===== src/rtl/l2_arbiter.sv =====
// Two-client arbiter between the I-cache and D-cache miss ports and a shared L2 cache.
// Ties are broken by alternating grants. The request to L2 is registered and stays frozen while a client is served.

package rv32i_types;

  typedef struct packed {
    logic         mem_read;
    logic         mem_write;
    logic [31:0]  mem_address;
    logic [255:0] mem_wdata;
  } l2_go_t;

  typedef struct packed {
    logic         mem_resp;
    logic [255:0] mem_rdata;
  } l2_ret_t;

endpackage

module l2_arbiter
  import rv32i_types::*;
(
  input  logic    clk,
  input  logic    rst,
  input  l2_go_t  i_go,
  output l2_ret_t i_ret,
  input  l2_go_t  d_go,
  output l2_ret_t d_ret,
  output l2_go_t  l2_go,
  input  l2_ret_t l2_ret
);

  typedef enum logic [1:0] {
    IDLE    = 2'd0,
    SERVE_I = 2'd1,
    SERVE_D = 2'd2
  } state_t;

  state_t state;
  state_t next_state;
  logic   last_grant_d;
  logic   grant_i;
  logic   grant_d;
  logic   i_pending;
  logic   d_pending;

  assign i_pending = i_go.mem_read | i_go.mem_write;
  assign d_pending = d_go.mem_read | d_go.mem_write;

  always_comb begin
    next_state = state;
    grant_i    = 1'b0;
    grant_d    = 1'b0;
    case (state)
      IDLE: begin
        if (i_pending && d_pending) begin
          grant_i = last_grant_d;
          grant_d = ~last_grant_d;
        end else begin
          grant_i = i_pending;
          grant_d = d_pending;
        end
        if (grant_i)      next_state = SERVE_I;
        else if (grant_d) next_state = SERVE_D;
      end
      SERVE_I, SERVE_D: begin
        if (l2_ret.mem_resp) next_state = IDLE;
      end
      default: next_state = IDLE;
    endcase
  end

  always_ff @(posedge clk) begin
    if (rst) begin
      state        <= IDLE;
      l2_go        <= '0;
      last_grant_d <= 1'b0;
    end else begin
      state <= next_state;
      if (grant_i) begin
        l2_go        <= i_go;
        last_grant_d <= 1'b0;
      end else if (grant_d) begin
        l2_go        <= d_go;
        last_grant_d <= 1'b1;
      end else if (state != IDLE && l2_ret.mem_resp) begin
        l2_go.mem_read  <= 1'b0;
        l2_go.mem_write <= 1'b0;
      end
    end
  end

  // Response data fans out to both clients; only the strobe is steered, and it is held low while in reset.
  always_comb begin
    i_ret.mem_rdata = l2_ret.mem_rdata;
    d_ret.mem_rdata = l2_ret.mem_rdata;
    i_ret.mem_resp  = l2_ret.mem_resp && (state == SERVE_I) && !rst;
    d_ret.mem_resp  = l2_ret.mem_resp && (state == SERVE_D) && !rst;
  end

endmodule


===== config.mk =====
export PLATFORM = sky130hd
export DESIGN_NAME = l2_arbiter
export DESIGN_NICKNAME = d
export VERILOG_FILES = /design/src/rtl/l2_arbiter.sv
export SDC_FILE = /design/constraint.sdc
export NUM_CORES = 1
export LEC_CHECK = 0
export BUFFER_PORTS_ARGS = -buffer_cell sky130_fd_sc_hd__buf_2
export CORE_AREA = 2 2 644 646
export CTS_CLUSTER_DIAMETER = 60
export DETAILED_ROUTE_END_ITERATION = 7
export DIE_AREA = 0 0 646 648
export PLACE_DENSITY_LB_ADDON = 0.25
export SYNTH_ARGS = -nofsm -noshare
export SYNTH_HDL_FRONTEND = slang
export SYNTH_SLANG_ARGS = --single-unit
export TNS_END_PERCENT = 100

===== constraint.sdc =====
create_clock -name clk -period 3.8 [get_ports clk]
set_input_delay 0.19 -clock clk [delete_from_list [all_inputs] [get_ports clk]]
set_output_delay 0.19 -clock clk [all_outputs]
set_load 0.01 [all_outputs]

==> impl_metrics.py, run 1 <==
metrics = {
    "setup_path": {
        "critical-path-slowest-cell": "dlygate4sd3_1",
        "cp.arrival_ns": 3.59,
        "reg2reg_depth": 6,
        "worstPathMaxFanout": 82,
        "timing.rr.start": "last_grant_d",
        "worstPathCellList": "o21bai_4 -> and2_4 -> buf_12 -> nand2_1 -> a311oi_2 -> dlygate4sd3_1",
        "rr_endpoint": "l2_go[212]",
        "cp-end-kind": "register",
        "crit_path_max_incr_delay_ns": 0.56,
        "crit_required_ns": 4.43,
        "critPathLaunchType": "register",
        "rrSetupSlack_ns": 0.85,
        "critPathKind": "reg2reg",
    },
    "yosys": {
        "netlist_instances": 2156,
        "netlist_area_sq_mm": 0.01812,
        "ys_types": 33,
        "async_flop_share": 0,
        "synthXorXnorAreaFrac": 0,
        "synth_area_leader_cell": "dfxtp_1",
        "synth_top_cell_area_share": 0.3237,
        "syn_area_per_cell_sq_um": 8.404,
        "synth_seq_cells": 293,
        "yosysSeqAreaShare": 0.3237,
        "synth-main-ff-cell": "dfxtp_1",
        "synth_fa_ha_area_frac": 0.002072,
        "synthMuxAreaShare": 0,
        "ys_top_cells_by_area": "dfxtp_1 32%, buf_4 22%, a311oi_2 17%",
        "synth-compound-area-share": 0.2139,
        "synth_top_family_by_area": "buffers and inverters",
        "syn_nets": 2998,
        "ys_warn_count": 0,
        "synth-edff-count": 0,
        "synthSimpleGateAreaFrac": 0.1951,
    },
    "clock_network": {
        "cts.path.max_buffers": 3,
        "cts_sinks": 293,
        "insertion_delay_ns": 0.71,
        "cts_tree": "yes",
        "path_clk_slew_ns": 0.05,
        "post-cts-setup-buffers": 0,
        "htreeDepth": 2,
        "cts_buffers": 50,
        "cts_root_buf": "clkbuf_16",
        "cts.repair.resized": 0,
    },
    "final_layout": {
        "syn_to_final_growth_pct": 80.96,
        "drive_above_1_share": 0.4164,
        "fillerInstances": 48407,
        "final_common_cell": "buf_2",
        "layout_common_cells": "873 x buf_2, 583 x dlygate4sd3_1, 506 x nand2_1",
        "nNetsFinal": 3886,
    },
    "power": {
        "peakVddDrop_mv": 0.3642,
        "p_leak_nw": 12.85,
        "total_power_w": 0.01720,
        "powerDensity_mw_per_mm2": 524.4,
    },
    "floorplanning": {
        "die_h_microns": 648,
        "die_area_sq_mm": 0.4186,
        "ioPinCount": 1643,
        "die_x_microns": 646,
        "rows": 236,
        "start_util": 0.04399,
        "core-area_sq_mm": 0.4119,
    },
    "placed_design": {
        "pre_cts_slack_ns": 1.337,
        "dpl.hpwl_microns": 184300,
        "gp_congestion": 0.8030,
        "portBuffers": 874,
    },
    "run": {
        "maxCapViolCount": 0,
    },
    "routing": {
        "ant_nets": 0,
        "vias": 19552,
        "drt_iter0_drc": 1236,
        "detail_route.wl_per_cell_microns": 24.43,
        "vias_per_cell": 2.277,
        "drt_pre_antenna_iters": 7,
        "wirelength_microns": 209700,
        "drc": 0,
    },
    "timing": {
        "slew_viol_final": 0,
        "clock.fmax_ghz": 0.3387,
        "finalSetupTns_ns": 0,
        "timing.final.crit_share": 0.7770,
        "rsz0062_at_grt": "false",
        "setup_viol": 0,
        "period_needed_ns": 2.953,
        "worst_slack_ns": 0.8474,
        "hold_viol": 0,
        "skew_ns": 0.02249,
        "tightest_slew_ns": 0.8912,
        "slew_headroom": 0.4058,
    },
    "grt": {
        "grt_pass1_wl_microns": 251400,
        "antenna_found_initial": 18,
        "grt.total_usage": 0.09553,
        "grt_max_degree": 95,
        "grt_pass1_vias": 19891,
        "grt.overflow.total": 0,
    },
    "hold_path": {
        "min_to": "state[1]",
        "hold_path_class": "in2reg",
        "holdPathStages": 4,
        "min-delay-start": "d_go[289]",
    },
    "outcome": {
        "status": "completed",
    },
}
## critical path, delay by kind of cell, from the launching register on
| kind | cells | cell delay, ns |
|---|---|---|
| AND/OR/NAND/NOR | 2 | 0.79 |
| buffers and inverters | 2 | 0.91 |
| flip-flops | 1 | 0.43 |
| AO/OA/AOI/OAI | 2 | 0.49 |
## cell families after synthesis
family          count (synthesis)
simple gates                  882
buf+inv                       676
compound gates                302
flops                         293
fa+ha+maj                       3
## where the power goes
group	switching [W]	leakage [nW]	total, W	internal, W
registers	0.000521	2.44	0.00440	0.00388
clock network	0.00199	0.840	0.00496	0.00296
logic	0.00476	9.57	0.00784	0.00308
## per-layer routing
layer	GRT usage	wire, microns
met5	0.01839	1046
met4	0.04540	11280
met3	0.08946	42370
met2	0.1651	102600
met1	0.06858	52390
## stage by stage
stage / hold slack [ns] / std cells / utilization / cell area, sq um
global route: 0.07019 / 8578 / 0.07956 / 32770
finish: 0.1108 / 8585 / 0.07960 / 32790
global placement: 0.3802 / 7883 / 0.06104 / 25150
floorplan: 0.3424 / 2156 / - / 18120
detailed placement: 0.3802 / 7883 / 0.06104 / 25150
CTS: 0.001294 / 8555 / 0.07942 / 32720
## state kept, by name, indices dropped and copies added, names as in the netlist
register	flops
last_grant_d	1
state	2
l2_go	290
## repair_timing
action / in CTS / in global routing
setup endpoints to repair: 0 / 0
endpoints found under the hold margin: 292 / 0
hold buffers: 583 / 0
## final cells by class
| class | count | area (sq um) | share of cell area |
|---|---|---|---|
| repair buffers | 1509 | 10800 | 0.3293 |
| multi-input cells | 1187 | 7457 | 0.2274 |
| well taps | 5474 | 6849 | 0.2089 |
| flip-flops and latches | 293 | 5866 | 0.1789 |
| clock buffers | 68 | 1419 | 0.04327 |
| clock inverters | 21 | 315.3 | 0.009616 |
| diodes | 30 | 75.07 | 0.002289 |
| inverters | 3 | 11.26 | 0.0003434 |
## how the worst max path moves through the flow
stage | cells after the start | startpoint | end | slack [ns]
final | 6 | last_grant_d | l2_go[212] | 0.85
after global routing | 8 | state[1] | l2_go[0] | 0.55
after CTS | 8 | state[0] | l2_go[116] | 0.79
after detailed placement | 7 | state[0] | l2_go[116] | 1.34
after global placement | 5 | last_grant_d | l2_go[212] | 1.42
after floorplan | 9 | state[0] | l2_go[128] | 2.08
## Yosys cell counts (all sizes together), types with 2 or more instances
library cell and count:
buf 623, nand2 577, dfxtp 293, nor2 291, a311oi 287, clkbuf 50
a21oi 6, ha 3, inv 3, a211oi 2, and3b 2, nand2b 2
nor3 2, o21ai 2, or2 2
Power figures use the tool's default switching activity.
==> inputs of run 2 (changes only) <==
--- a/config.mk
+++ b/config.mk
@@ -5,6 +5,7 @@
 export SDC_FILE = /design/constraint.sdc
 export NUM_CORES = 1
 export LEC_CHECK = 0
+export ABC_AREA = 1
 export BUFFER_PORTS_ARGS = -buffer_cell sky130_fd_sc_hd__buf_2
 export CORE_AREA = 2 2 644 646
 export CTS_CLUSTER_DIAMETER = 60
==> constraint.sdc (replaced) <==
create_clock -name clk -period 3.1 [get_ports clk]
set_input_delay 0.155 -clock clk [delete_from_list [all_inputs] [get_ports clk]]
set_output_delay 0.155 -clock clk [all_outputs]
set_load 0.01 [all_outputs]
==> run 2 against run 1 <==
  * Clock-buffer cell count up 17
  * First-iteration DRC count up 37%
  * Sequential share of layout area down 1.9 points
  * Largest cell class unchanged
  * Setup slack worse by 0.79 ns
  * Sequential power up 20%
  * Cell count up 11%
  * Utilization up 0.96 points
==> impl_metrics.py, run 2 <==
metrics = {
    "final_layout": {
        "seqCellArea_sq_mm": 0.005866,
        "nNetsFinal": 4855,
        "fin_util": 0.08921,
        "largest-register": "l2_go",
        "layout_common_cells": "873 x buf_2, 635 x dlygate4sd3_1, 588 x inv_1",
        "syn_to_final_growth_pct": 80.11,
        "fillerInstances": 48710,
        "top_regs": "l2_go (290), state (2), last_grant_d (1)",
        "final_common_cell": "buf_2",
        "multi_input_area_sq_mm": 0.007503,
        "final_cell_area_sq_mm": 0.03675,
        "drive_above_1_share": 0.2629,
        "largest_register_ffs": 290,
    },
    "yosys": {
        "async_flop_share": 0,
        "netlist_instances": 3132,
        "syn_area_per_cell_sq_um": 6.514,
        "netlist_area_sq_mm": 0.02040,
        "synth_top_cell_area_share": 0.2875,
        "synth-main-ff-cell": "dfxtp_1",
        "ys_types": 19,
        "synth_seq_cells": 293,
        "synth_area_leader_cell": "dfxtp_1",
        "synth_commonest_cells": "588 x inv_1, 576 x nand3_1, 512 x buf_4, 302 x nand2_1, 293 x dfxtp_1",
        "synth-edff-count": 0,
        "ys_top_cells_by_area": "dfxtp_1 29%, buf_4 19%, nand3_1 14%",
        "yosysSeqAreaShare": 0.2875,
        "synth_most_common_cell": "inv_1",
        "ys_warn_count": 0,
        "syn_nets": 3974,
    },
    "timing": {
        "slew_headroom": 0.2620,
        "hold_viol": 0,
        "skew_ns": 0.07063,
        "finalSetupTns_ns": 0,
        "slew_viol_final": 0,
        "clock.fmax_ghz": 0.3284,
        "setup_viol": 0,
        "worst_slack_ns": 0.05500,
        "period_needed_ns": 3.045,
        "tightest_slew_ns": 1.107,
        "timing.final.crit_share": 0.9823,
        "hold_slack_ns": 0.1473,
    },
    "clock_network": {
        "cts.path.max_buffers": 4,
        "cts_tree": "yes",
        "path_clk_slew_ns": 0.05,
        "cts_sinks": 293,
        "insertion_delay_ns": 0.82,
        "cts_buffers": 72,
        "cts_root_buf": "clkbuf_16",
        "htreeDepth": 3,
    },
    "setup_path": {
        "critPathLaunchType": "register",
        "cp.arrival_ns": 3.69,
        "cp-end-kind": "register",
        "crit_required_ns": 3.74,
        "worstPathMaxFanout": 99,
        "critPathKind": "reg2reg",
    },
    "power": {
        "p_leak_nw": 16.14,
        "power.internal_w": 0.01504,
        "p_clk_frac": 0.301,
        "seq_power_share": 0.190,
        "power_switching_w": 0.01271,
        "p_sw_frac": 0.4580,
        "powerDensity_mw_per_mm2": 755.2,
        "peakVddDrop_mv": 0.3202,
        "power_frac_comb": 0.509,
    },
    "floorplanning": {
        "die_area_sq_mm": 0.4186,
        "core-area_sq_mm": 0.4119,
        "die_x_microns": 646,
        "ioPinCount": 1643,
        "die_h_microns": 648,
        "rows": 236,
        "start_util": 0.04953,
    },
    "routing": {
        "drt_pre_antenna_iters": 5,
        "vias_per_cell": 2.681,
        "vias": 25635,
        "drt_iter0_drc": 1699,
        "wirelength_microns": 296600,
        "drc": 0,
        "detail_route.wl_per_cell_microns": 31.02,
        "ant_nets": 0,
    },
    "hold_path": {
        "hold_path_class": "in2reg",
    },
    "grt": {
        "grt.total_usage": 0.1340,
        "grt_pass1_vias": 24951,
        "grt_max_degree": 148,
        "grt_pass1_wl_microns": 346600,
        "grt.overflow.total": 0,
        "antenna_found_initial": 73,
    },
    "run": {
        "maxCapViolCount": 0,
    },
    "placed_design": {
        "placed_area_sq_mm": 0.02763,
        "pre_cts_slack_ns": 0.6619,
        "dpl.hpwl_microns": 256300,
        "portBuffers": 874,
        "gp_congestion": 0.7715,
    },
    "outcome": {
        "status": "completed",
    },
}
-- run 2: cell count changes after synthesis, moves of 204 or more --
| cell | delta |
|---|---|
| nand4_1 | +292 |
| nand3_1 | +575 |
| a21oi_1 | +285 |
| nor2_1 | -284 |
| nand2_1 | -204 |
| inv_1 | +585 |
-- run 2: worst paths after layout --
kind	start	end	slack, ns	cells after the start
max	state[0]	l2_go[187]	0.06	9
min	i_go[289]	l2_go[289]	0.15	5
max reg2reg	state[0]	l2_go[187]	0.06	9
min reg2reg	l2_go[270]	l2_go[270]	0.48	2
-- run 2: what timing repair did --
item                                   CTS  global route
setup endpoints to repair                0            46
gates resized for setup                  0             6
buffers inserted                         0             9
hold buffers                           635             0
endpoints found under the hold margin  292             0
-- run 2: cell type report --
class                   instances  share of cell area
repair buffers               1575              0.3211
multi-input cells            1481              0.2042
well taps                    5474              0.1864
flip-flops and latches        293              0.1596
inverters                     590             0.06027
clock buffers                  85             0.05284
clock inverters                39             0.01399
diodes                         24            0.001634
-- run 2: power by group through the flow --
| stage | Combinational (W) | Clock [W] | Sequential (W) |
|---|---|---|---|
| 5_1_grt | 0.0154 | 0.00884 | 0.00540 |
| 4_1_cts | 0.0145 | 0.00877 | 0.00530 |
| 2_1_floorplan | 0.00469 | 0 | 0.00573 |
| 6_report | 0.0141 | 0.00835 | 0.00528 |
| 3_5_place_dp | 0.0120 | 0 | 0.00536 |
| 3_3_place_gp | 0.0121 | 0 | 0.00535 |
-- run 2: cell families after synthesis --
logic type,share of synthesized area
buffers and inverters,0.3483
AO/OA/AOI/OAI,0.07267
flip-flops,0.2875
AND/OR/NAND/NOR,0.2896
adder cells (fa/ha/maj),0.001840
-- run 2: worst max-delay path: stages, from the launching register on --
cell	delay, ns
dfxtp_1	0.32
inv_1	0.14
ha_4	0.21
buf_12	0.13
buf_16	0.31
nand4_1	0.27
nand3_1	0.15
dlygate4sd3_1	0.58
a21oi_1	0.07
dlygate4sd3_1	0.57
-- run 2: layer usage --
layer	part of all wire	global-route usage	vias up	wire, microns
li1	-	-	11434	-
met1	0.27	0.1005	11874	79070
met2	0.47	0.2230	1838	138700
met3	0.22	0.1403	425	65180
met4	0.042	0.04790	64	12540
met5	0.0037	0.01434	-	1087
-- run 2: stage by stage --
stage | std cells | power, W
final | 9561 | 0.02775
after detailed placement | 8764 | 0.01740
after CTS | 9523 | 0.02854
after floorplan | 3132 | 0.01043
after global placement | 8764 | 0.01747
after global routing | 9553 | 0.02965
